==> config.mk <==
export PLATFORM = sky130hd
export DESIGN_NAME = uart_tx_param
export DESIGN_NICKNAME = d
export VERILOG_FILES = /design/src/rtl/uart_pkg.sv /design/src/rtl/uart_bit_tick.sv /design/src/rtl/uart_tx_param.sv
export SDC_FILE = /design/constraint.sdc
export NUM_CORES = 1
export LEC_CHECK = 0
export BUFFER_PORTS_ARGS = -buffer_cell sky130_fd_sc_hd__buf_2
export CAP_MARGIN = 10
export CORE_MARGIN = 5
export CORE_UTILIZATION = 44
export CTS_CLUSTER_SIZE = 24
export DETAILED_ROUTE_END_ITERATION = 8
export PLACE_DENSITY = 0.7
export SYNTH_ARGS = -nofsm -noshare
export SYNTH_HDL_FRONTEND = slang
export SYNTH_SLANG_ARGS = --single-unit
==> constraint.sdc <==
create_clock -name CLK -period 3.51 [get_ports CLK]
set_input_delay 0.351 -clock CLK [delete_from_list [all_inputs] [get_ports CLK]]
set_output_delay 0.351 -clock CLK [all_outputs]
set_load 0.05 [all_outputs]
==> src/rtl/uart_pkg.sv <==
// uart_pkg: shared TX state encoding and line-level constants
package uart_pkg;
  typedef enum logic [2:0] {IDLE, START, DATA, PARITY, STOP} tx_state_e;
  localparam logic PAR_EVEN = 1'b0;
  localparam logic PAR_ODD = 1'b1;
  localparam logic IDLE_LEVEL = 1'b1;
endpackage

==> src/rtl/uart_bit_tick.sv <==
// uart_bit_tick: per-bit prescale counter, pulses bit_end on the last cycle of each bit
module uart_bit_tick #(
  parameter int W = 6
) (
  input  logic         CLK,
  input  logic         RST,
  input  logic         enable,
  input  logic [W-1:0] prescale,
  input  logic         restart,
  output logic         bit_end
);
  logic [W-1:0] cnt, last;
  always_comb begin
    last = (prescale == '0) ? '0 : prescale - 1'b1;
    bit_end = enable && cnt == last;
  end
  always_ff @(posedge CLK or posedge RST) begin
    if (RST) cnt <= '0;
    else cnt <= (restart || !enable || cnt == last) ? '0 : cnt + 1'b1;
  end
endmodule

==> src/rtl/uart_tx_param.sv <==
// uart_tx_param: parametrised UART transmitter with prescaler, optional parity,
// one/two stop bits and a one-entry holding buffer for gapless streaming
module uart_tx_param import uart_pkg::*; #(
  parameter int DATA_WIDTH = 8,
  parameter int PRESCALE_W = 6
) (
  input  logic                  CLK,
  input  logic                  RST,
  input  logic [DATA_WIDTH-1:0] P_DATA,
  input  logic                  Data_Valid,
  output logic                  ready,
  input  logic                  PAR_EN,
  input  logic                  PAR_TYP,
  input  logic                  STOP2,
  input  logic [PRESCALE_W-1:0] PRESCALE,
  output logic                  TX_OUT,
  output logic                  busy
);
  localparam int IW = $clog2(DATA_WIDTH);
  localparam logic [IW-1:0] LAST_BIT = IW'(DATA_WIDTH - 1);
  tx_state_e state;
  logic [DATA_WIDTH-1:0] shifter, hold, load_word;
  logic [PRESCALE_W-1:0] presc_q;
  logic [IW-1:0] bit_idx;
  logic hold_full, par_en_q, par_q, stop2_q, stop_cnt;
  logic accept, bit_end, last_stop, frame_gap, load_hold, load_in, load;
  always_comb begin
    accept = Data_Valid && ready;
    last_stop = state == STOP && bit_end && stop_cnt == stop2_q;
    frame_gap = state == IDLE || last_stop;
    load_hold = frame_gap && hold_full;
    load_in = frame_gap && !hold_full && accept;
    load = load_hold || load_in;
    load_word = hold_full ? hold : P_DATA;
  end
  uart_bit_tick #(.W(PRESCALE_W)) u_tick (
    .CLK(CLK),
    .RST(RST),
    .enable(state != IDLE),
    .prescale(presc_q),
    .restart(load),
    .bit_end(bit_end)
  );
  always_ff @(posedge CLK or posedge RST) begin
    if (RST) begin
      state <= IDLE;
      TX_OUT <= IDLE_LEVEL;
      busy <= 1'b0;
      ready <= 1'b1;
      hold_full <= 1'b0;
      hold <= '0;
      shifter <= '0;
      presc_q <= '0;
      bit_idx <= '0;
      stop_cnt <= 1'b0;
      par_en_q <= 1'b0;
      par_q <= 1'b0;
      stop2_q <= 1'b0;
    end else begin
      // ready stays low while the buffer is full, so fill and drain never coincide
      if (accept && !load_in) begin
        hold <= P_DATA;
        hold_full <= 1'b1;
        ready <= 1'b0;
      end else if (load_hold) begin
        hold_full <= 1'b0;
        ready <= 1'b1;
      end
      if (load) begin
        shifter <= load_word;
        par_q <= ^load_word ^ (PAR_TYP == PAR_ODD ? 1'b1 : PAR_EVEN);
        par_en_q <= PAR_EN;
        stop2_q <= STOP2;
        presc_q <= PRESCALE;
        bit_idx <= '0;
        stop_cnt <= 1'b0;
        state <= START;
        TX_OUT <= 1'b0;
        busy <= 1'b1;
      end else if (bit_end) begin
        case (state)
          START: begin
            state <= DATA;
            TX_OUT <= shifter[0];
            shifter <= shifter >> 1;
          end
          DATA: begin
            if (bit_idx == LAST_BIT) begin
              state <= par_en_q ? PARITY : STOP;
              TX_OUT <= par_en_q ? par_q : IDLE_LEVEL;
            end else begin
              TX_OUT <= shifter[0];
              shifter <= shifter >> 1;
              bit_idx <= bit_idx + 1'b1;
            end
          end
          PARITY: begin
            state <= STOP;
            TX_OUT <= IDLE_LEVEL;
          end
          STOP: begin
            if (last_stop) begin
              state <= IDLE;
              busy <= 1'b0;
            end else stop_cnt <= 1'b1;
          end
          default: state <= IDLE;
        endcase
      end
    end
  end
endmodule

======== Yosys cells after proc, flatten, opt, wreduce, memory -nomap -nowiden ========
Index checks and enable logic that the tools add are counted.
storage, ports and cells
  output and inout port bits .............. 3
  bits of input ports ..................... 20
  bits in registers ....................... 42
  logic and storage cells ................. 97
cells by class
  mux-type cells .......................... 35
  add/sub/neg operators ................... 3
  reduce and logical (&&, ||, !) cells .... 32
  bitwise gates (word level) .............. 1
  equal/unequal tests ..................... 12
operator list
  operator                                                                  count
  8-bit two-way mux                                                         4
  3-bit two-way mux                                                         9
  1-bit two-way mux                                                         17
  8-bit case mux with 2 select lines                                        1
  3-bit AND reduction                                                       5
  6-bit two-way mux                                                         2
  3-bit case mux with 4 select lines                                        1
  2-bit nonzero test                                                        5
  3-bit by 2-bit inequality test with 1-bit output (second input constant)  3
  1-bit logical AND                                                         8
  8-bit parity                                                              1
  6-bit by 1-bit adder with 6-bit output (second input constant)            1
  3-bit by 2-bit equality test with 1-bit output (second input constant)    2
  3-bit equality test (second input constant)                               2
  6-bit equality test                                                       1
  6-bit zero test                                                           1
  3-bit nonzero test                                                        2
  6-bit by 1-bit subtractor with 6-bit output (second input constant)       1
  1-bit logical OR                                                          4
  2-bit by 1-bit inequality test with 1-bit output (second input constant)  2
  4-bit nonzero test                                                        1
  3-bit by 1-bit adder with 3-bit output (second input constant)            1
  3-bit by 1-bit equality test with 1-bit output (second input constant)    1
  1-bit zero test                                                           3
  other kinds (5)                                                           5

======== Logic depth before layout (Yosys ltp) ========
Gate-level depths: netlist (run 1).
  depth in word-level cells ............... 13
  gate-level depth with buffers ........... 10
  depth with buffers taken out ............ 8

======== Cells and area by module ========
A second synthesis (run 1) with hierarchy kept.
second synthesis, totals
  cell total of the unflattened synthesis .. 232
  area, all modules ....................... 2342.2 um2
by module, submodules not included
  module         area each (um2)  instances  cells an instance
  uart_tx_param  1844.3           1          173
  uart_bit_tick  498.0            1          59

======== Least setup slack after synthesis (run 1) ========
No wires, ideal clock.
  path kind ............................... register -> register
  start ................................... register presc_q[0]
  end ..................................... register presc_q[0]
  cell stages (with the launch flop) ...... 11
  buffers on the path ..................... 2
  path slack .............................. 0.723 ns
  arrival time ............................ 2.662 ns
  required time ........................... 3.385 ns
  cells stage by stage .................... dfrtp_1 inv_1 ha_1 or3_1 o21ai_0 nand4_2 or4_1 buf_6 a21boi_4 buf_6 mux2_4
between the ends
  word-level cells in the longest chain between the ends .. 10
RTL lines
  what                                                                            line                 text
  from (decl)                                                                     uart_tx_param.sv:23  logic [PRESCALE_W-1:0] presc_q;
  from (signal assigned)                                                          uart_tx_param.sv:53  presc_q <= '0;
  from (signal assigned)                                                          uart_tx_param.sv:74  presc_q <= PRESCALE;
  6-bit by 1-bit subtractor with 6-bit output or 6-bit zero test (tied branches)  uart_bit_tick.sv:14  last = (prescale == '0) ? '0 : prescale - 1'b1;
  6-bit two-way mux (*)                                                           uart_bit_tick.sv:14
  6-bit equality test (*)                                                         uart_bit_tick.sv:15  bit_end = enable && cnt == last;
  1-bit logical AND (*)                                                           uart_bit_tick.sv:15
  1-bit logical AND (*) (2 in series)                                             uart_tx_param.sv:29  last_stop = state == STOP && bit_end && stop_cnt == stop2_q;
  1-bit logical OR (*)                                                            uart_tx_param.sv:30  frame_gap = state == IDLE || last_stop;
  1-bit logical AND (2 in series)                                                 uart_tx_param.sv:32  load_in = frame_gap && !hold_full && accept;
  1-bit logical OR (*)                                                            uart_tx_param.sv:33  load = load_hold || load_in;
Mark *: on every way between the ends. The rest lies on a longest branch, timed or not.
A chain may end at the register's enable or synchronous reset.

======== Worst setup path in the final report (run 1) ========
  start ................................... register presc_q[0]
  end ..................................... register presc_q[3]
Same word-level chain as after synthesis.

==> summary.md, run 1 <==
| Metric | Value |
|---|---|
| Outcome | `complete, no violations` |
| Fin area | `0.00273 mm2` |
| Port bufs | `22` |
| RSZ-0062 raised after global routing | `no` |
| CP top delay family | `simple AND/OR/NAND/NOR gates` |
| Sequential share of the synthesized area | `43.2%` |
| Die ar. | `0.00713 mm2` |
| Post-CTS setup buffers | `0` |
| Syn. warnings | `0` |
| Total GRT Usage | `13.3%` |
| Post-CTS sizing | `0` |
| Async SR Flop Fraction | `100%` |
| Synth top area share | `41.0%` |
| Tcrit/Tclk final | `86.8%` |
| RePlAce Congestion | `0.782` |
| Die W | `84.5 um` |
| Initial drt markers | `86` |
| Syn nets | `246` |
| Initial core utilization | `44.9%` |
| Critical Path RT | `3700 ps` |
| Multi-input logic area | `0.00131 mm2` |
| CP Class | `flop to flop` |
| Yosys top cell by area | `dfrtp_1` |
| Clk root buf | `clkbuf_8` |
| Top cells by area, synth | `dfrtp_1, mux2i_1, mux2_2, xnor2_1, mux2_4` |
| CTS Hold Bufs | `0` |
| Core Footprint | `0.00544 mm2` |
| Cell area power density | `881 mW/mm2` |
| Layout cell share with drive strength beyond 1 | `25.1%` |
| Max Clock Skew | `5.46 ps` |
| Setup Viol. Count Final | `0` |
| Worst-path maximum fanout | `15` |
| Final wirelength | `4520 um` |
| Crit path max-delay cell type | `or4_1` |
| Largest net degree at the start of global routing | `43` |
| Post-DP HPWL | `3250 um` |
| Startpoint types | `flop` |
| Total I/O pin count | `23` |
| Actual slew at the worst max-slew pin | `659 ps` |
| Num CTS Buffers | `5` |
| Leak | `1.16 nW` |
| VDD IR max | `360 uV` |
| DR pass1 iterations | `4` |
| Crit-path cells | `inv_1 > ha_1 > or3_1 > o21ai_0 > nand4_2 > or4_1 > a21boi_4 > mux2_2` |
| First-pass GRT wire length | `7790 um` |
| Fmax | `328 MHz` |
| Die height | `84.5 um` |
| Post-DP Area | `0.00262 mm2` |
| Crit path depth | `8` |
| Vias in the first global route | `1665` |
| Fill cells | `504` |
| P&R area growth vs syn | `11.9%` |
| Global route total overflow | `0` |
| Total power | `0.00241 W` |
| Remaining DRCs | `0` |
| H-Tree Depth | `2` |
| Nets | `270` |
| Worst Path Buf+Inv | `1` |
| Dominant synthesized flop cell | `dfrtp_1` |
| CP Capture Type | `flop` |
| Mapped Area | `0.00244 mm2` |
| Clock buffer depth | `2` |
| Relative slew slack | `55.8%` |
| Worst Path Arrival | `3230 ps` |
| Shortest period the worst path allows | `3050 ps` |
| Clock Latency Late Sink | `300 ps` |
| Setup TNS | `0 ps` |
| Netlist cell types | `52` |
| Routed wire per std cell | `14.2 um` |
| Synthesis-stage register bit count | `42` |
| CTS clk-pin slew, worst paths | `80 ps` |
| Slew Limit Fails | `0` |
| Register area | `0.00105 mm2` |
| CTS tree | `done` |
| Antenna-violating nets left | `0` |
| Ant. Diodes | `0` |
| Cell row count | `27` |
| Mean post-synth cell area | `11.0 um2` |
| Vias | `1724` |
| Cells after Synth | `222` |
| FF-to-FF path depth | `8` |
| Vias per inst | `5.40` |
| Worst Hold Class | `input pin to asynchronous set/reset pin` |
| Count of final hold-check violations | `0` |
| TritonCTS Sinks | `42` |
| EDFF count, synth | `0` |
| Initial antenna violation count | `0` |
| Critical Path Max Stage Delay | `630 ps` |
| Max cap viols | `0` |
cells in the mapped netlist (2+ instances only):
cell / instances
a31oi_1: 2
ha_1: 4
nor2b_1: 7
clkbuf_1: 5
a211oi_1: 2
mux2i_1: 21
o22ai_1: 2
o31a_1: 3
nand3_1: 6
xor2_1: 5
mux2_4: 4
mux2_2: 15
nor2_1: 14
dfrtp_1: 40
a21oi_1: 6
nor3_1: 2
buf_6: 2
or4_1: 4
and2_1: 3
xnor2_1: 11
nor4_1: 2
nand2_1: 6
o22a_1: 2
a211o_1: 2
nand2b_1: 4
nand4_1: 2
inv_1: 7
dfstp_2: 2
or3_1: 5
o21ai_0: 10
layout make-up:
class                      count  area share, %
tap                           72           3.30
timing repair buffer          26           5.13
sequential                    42           38.6
clock buffer                   6           2.66
clock inverter                 2           1.37
multi-input combinational    164           48.0
inverter                       7          0.962
where the power goes:
part           internal (W)  switching (W)
Clock              0.000212       0.000171
Sequential         0.000714       0.000257
Combinational      0.000521       0.000531
registers in the layout, summed over array words and instances, names as in the netlist, 3 cells and up:
signal	flops
hold	8
shifter	8
presc_q	6
u_tick.cnt	6
bit_idx	3
state	3
path summary, 6_finish.rpt:
kind,endpoint,slack (ps),startpoint
worst max-delay path,presc_q[3]$_DFFE_PP0P_,460,presc_q[0]$_DFFE_PP0P_
min in group CLK,par_en_q$_DFFE_PP0P_,280,PAR_EN
worst max register to register,presc_q[3]$_DFFE_PP0P_,460,presc_q[0]$_DFFE_PP0P_
worst min-delay path,u_tick.cnt[1]$_DFF_PP0_,170,RST
worst min register to register,busy$_DFFE_PP0P_,500,busy$_DFFE_PP0P_
max in group asynchronous,ready$_DFFE_PP1P_,2950,RST
routing by layer:
layer | GRT usage (%) | wire length (um) | up-vias | share of wire (%)
met5 | 0 | 0 | - | 0
met4 | 4.32 | 25 | 0 | 0.55
met3 | 3.43 | 159 | 2 | 3.5
met2 | 20.6 | 2110 | 22 | 47
met1 | 18.1 | 2220 | 841 | 49
li1 | - | - | 859 | -
kinds of logic (layout without fill, tap and decap cells):
group,count (synthesis),count (layout),synth area share (%)
and+or+nand+nor,62,62,15.1
DFF,42,42,43.2
AOI/OAI and AO/OA,41,41,12.4
muxes,40,40,18.0
xor gates and xnor gates,16,16,5.74
buffers and inverters,16,41,3.13
adders and majority gates,5,5,2.46
cells in the final DEF, fill, tap and decap left out, types with 2 or more instances in the layout:
master / netlist / layout
xnor2_1: 11 / 11
nand2_1: 6 / 6
mux2i_1: 21 / 21
mux2_2: 15 / 15
nor2b_1: 7 / 7
ha_1: 4 / 4
and2_1: 3 / 3
dfrtp_1: 40 / 40
nor4_1: 2 / 2
a31oi_1: 2 / 2
dfstp_2: 2 / 2
clkbuf_8: 0 / 5
nor2_1: 14 / 14
buf_4: 0 / 4
nor3_1: 2 / 2
o22a_1: 2 / 2
nand2b_1: 4 / 4
or3_1: 5 / 5
inv_1: 7 / 7
o21ai_0: 10 / 10
nand4_1: 2 / 2
o31a_1: 3 / 3
xor2_1: 5 / 5
o22ai_1: 2 / 2
a211o_1: 2 / 2
a21oi_1: 6 / 6
or4_1: 4 / 4
a211oi_1: 2 / 2
buf_2: 1 / 22
mux2_4: 4 / 4
nand3_1: 6 / 6
tightest hold or removal path, cell delays in order:
cell and delay, ps:
buf_2 100, inv_1 40, buf_4 430
stage by stage:
stage,hold slack [ps],cells,util [%],setup WS [ps]
after floorplan,474,222,-,723
after global placement,465,311,48.2,520
after detailed placement,473,311,48.2,449
after CTS,190,319,50.2,448
after global routing,224,319,50.2,306
final,170,319,50.2,464
No activity file was read; power rests on OpenSTA's default activity.
==> run 2, diff against run 1 <==
==> constraint.sdc (replaced) <==
create_clock -name CLK -period 3.51 [get_ports CLK]
set_input_delay 0.702 -clock CLK [delete_from_list [all_inputs] [get_ports CLK]]
set_output_delay 0.702 -clock CLK [all_outputs]
set_load 0.05 [all_outputs]
==> run 2 against run 1 <==
Clock-buffer cell count unchanged; largest power group unchanged; global-route usage increased by 0.31 points; wire length decreased by 1.5%; sequential power increased by 0.4%; setup slack got worse by 38 ps; worst hold slack improved by 290 ps; critical endpoint unchanged; total power decreased by 2.2%.
==> summary.md, run 2 (synthesized netlist as in run 1, its figures left out) <==
| Metric | Value |
|---|---|
| Outcome | `complete, no violations (unchanged)` |
| Worst-path maximum fanout | `15 (unchanged)` |
| Largest net degree at the start of global routing | `29 (was 43)` |
| Vias | `1752 (was 1724)` |
| Layout cell share with drive strength beyond 1 | `25.5% (was 25.1%)` |
| RePlAce Congestion | `0.796 (was 0.782)` |
| Post-DP HPWL | `3320 um (was 3250 um)` |
| Die W | `84.5 um (unchanged)` |
| Global route total overflow | `0 (unchanged)` |
| Nets | `270 (unchanged)` |
| DR pass1 iterations | `4 (unchanged)` |
| Actual slew at the worst max-slew pin | `728 ps (was 659 ps)` |
| Clock network power share | `14.0% (was 15.9%)` |
| Wl on met1 | `2140 um (was 2220 um)` |
| Commonest non-fill, non-tap cell in the layout | `dfrtp_1 (unchanged)` |
| Clock Latency Late Sink | `290 ps (was 300 ps)` |
| Shortest period the worst path allows | `3080 ps (was 3050 ps)` |
| End of the critical path | `presc_q[3]$_DFFE_PP0P_ (unchanged)` |
| Critical Path Max Stage Delay | `630 ps (about the same)` |
| Setup Viol. Count Final | `0 (unchanged)` |
| Die ar. | `0.00713 mm2 (unchanged)` |
| P&R area growth vs syn | `11.3% (was 11.9%)` |
| Crit-path cells | `inv_1 > ha_1 > or3_1 > o21ai_0 > nand4_2 > or4_1 > a21boi_4 > mux2_2 (unchanged)` |
| Setup TNS | `0 ps (unchanged)` |
| Initial drt markers | `101 (was 86)` |
| Pre-CTS WS | `431 ps (was 449 ps)` |
| Slew Limit Fails | `0 (unchanged)` |
| Worst Path Arrival | `3270 ps (was 3230 ps)` |
| Remaining DRCs | `0 (unchanged)` |
| Sw frac | `40.8% (was 39.8%)` |
| Total GRT Usage | `13.6% (was 13.3%)` |
| CP Class | `flop to flop (unchanged)` |
| Internal reg-to-reg setup slack | `430 ps (was 460 ps)` |
| Initial core utilization | `44.9% (unchanged)` |
| Crit path depth | `8 (unchanged)` |
| Clock buffer depth | `2 (unchanged)` |
| TritonCTS Sinks | `42 (unchanged)` |
| Ant. Diodes | `0 (unchanged)` |
| Vias per inst | `5.49 (was 5.40)` |
| Max cap viols | `0 (unchanged)` |
| Vias in the first global route | `1730 (was 1665)` |
| Clk root buf | `clkbuf_8 (unchanged)` |
| Antenna-violating nets left | `0 (unchanged)` |
| Fmax | `324 MHz (was 328 MHz)` |
| Cell area power density | `867 mW/mm2 (was 881 mW/mm2)` |
| Metal2 WL | `2040 um (was 2110 um)` |
| Post-CTS sizing | `0 (unchanged)` |
| CTS clk-pin slew, worst paths | `80 ps (about the same)` |
| Crit path max-delay cell type | `or4_1 (unchanged)` |
| Initial antenna violation count | `0 (unchanged)` |
| FF-to-FF path depth | `8 (unchanged)` |
| H-Tree Depth | `2 (unchanged)` |
| NetSw | `0.000960 W (was 0.000958 W)` |
| Crit. Startpoint | `presc_q[0]$_DFFE_PP0P_ (unchanged)` |
| CTS tree | `done (unchanged)` |
| RSZ-0062 raised after global routing | `no (unchanged)` |
| Num CTS Buffers | `5 (unchanged)` |
| Final WS setup | `425 ps (was 464 ps)` |
| RR Endpoint | `presc_q[3]$_DFFE_PP0P_ (unchanged)` |
| Largest registers | `hold: 8 flops, shifter: 8 flops (unchanged)` |
| Die height | `84.5 um (unchanged)` |
| Relative slew slack | `51.1% (was 55.8%)` |
| CP Capture Type | `flop (unchanged)` |
| Worst Hold Class | `input pin to asynchronous set/reset pin (unchanged)` |
| Core Footprint | `0.00544 mm2 (unchanged)` |
| Tcrit/Tclk final | `87.9% (was 86.8%)` |
| VDD IR max | `379 uV (was 360 uV)` |
| Top Metal Used | `met4 (unchanged)` |
| Worst Path Buf+Inv | `1 (unchanged)` |
| CP top delay family | `simple AND/OR/NAND/NOR gates (unchanged)` |
| Combinational power share | `44.6% (was 43.7%)` |
| Port bufs | `22 (unchanged)` |
| Max Clock Skew | `3.45 ps (was 5.46 ps)` |
| Cell row count | `27 (unchanged)` |
| Most frequent cells in the layout | `dfrtp_1, buf_2, mux2i_1 (unchanged)` |
| Fill cells | `521 (was 504)` |
| Reg-to-reg startpoint | `presc_q[0]$_DFFE_PP0P_ (unchanged)` |
| Post-CTS setup buffers | `0 (unchanged)` |
| Seq pwr share | `41.4% (was 40.4%)` |
| Final wirelength | `4450 um (was 4520 um)` |
| Met3 routed WL | `218 um (was 159 um)` |
| Total I/O pin count | `23 (unchanged)` |
| Pint | `0.00139 W (was 0.00145 W)` |
| Critical Path RT | `3690 ps (was 3700 ps)` |
| Routed wire per std cell | `13.9 um (was 14.2 um)` |
| Leak | `1.16 nW (about the same)` |
| Count of final hold-check violations | `0 (unchanged)` |
| First-pass GRT wire length | `8010 um (was 7790 um)` |
| Startpoint types | `flop (unchanged)` |
| CTS Hold Bufs | `0 (unchanged)` |
run 2: cell count changes in the layout (fill, tap and decap cells not counted):
cell,before,now
bufinv_16,1,0
clkbuf_1,1,0
clkbuf_8,5,6
clkinv_2,0,1
run 2: final cells by class:
type	count	area (um2)	area share, %
clock buffer	6	82.6	3.04
clock inverter	2	12.5	0.461
inverter	7	26.3	0.968
multi-input combinational	164	1310	48.2
sequential	42	1050	38.8
tap	72	90.1	3.32
timing repair buffer	26	140	5.16
run 2: how the worst min path moves through the flow:
stage                        startpoint                 endpoint  slack (ps)  cells past startpoint
floorplan           hold[7]$_DFFE_PP0P_      hold[7]$_DFFE_PP0P_         470                      1
global route                        RST   bit_idx[0]$_DFFE_PP0P_         490                      2
finish                              RST  u_tick.cnt[5]$_DFF_PP0_         460                      2
global placement       busy$_DFFE_PP0P_         busy$_DFFE_PP0P_         460                      1
detailed placement     busy$_DFFE_PP0P_         busy$_DFFE_PP0P_         470                      1
CTS                                 RST  u_tick.cnt[5]$_DFF_PP0_         480                      2
run 2: power by group through the flow:
stage,clock network (W),logic [W],registers [W]
detailed placement,0,0.00105,0.000984
CTS,0.000339,0.00106,0.000974
global placement,0,0.00103,0.000976
floorplan,0,0.000916,0.000908
finish,0.000330,0.00105,0.000975
global route,0.000365,0.00118,0.00102
run 2: worst register-to-register path: cells and delay by family (launching register included):
kind            cells  cell delay, ps
simple gates        3            1130
flops               1             410
fa+ha+maj           1             250
buf+inv             1              80
compound gates      2             700
mux                 1             400
run 2: layer usage:
metal | global-route usage, % | up-vias
met1 | 18.3 | 856
met4 | 3.02 | 0
met3 | 4.22 | 5
met2 | 21.5 | 35
li1 | - | 856
met5 | 0 | -
run 2: metrics by stage:
stage          hold slack, ps  area, um2  power (W)  std cells  utilization (%)
6_report                  459       2720    0.00235        319             49.9
5_1_grt                   493       2720    0.00256        319             49.9
4_1_cts                   476       2720    0.00237        319             49.9
3_5_place_dp              467       2620    0.00204        311             48.2
3_3_place_gp              463       2620    0.00201        311             48.2
2_1_floorplan             474       2440    0.00182        222                -
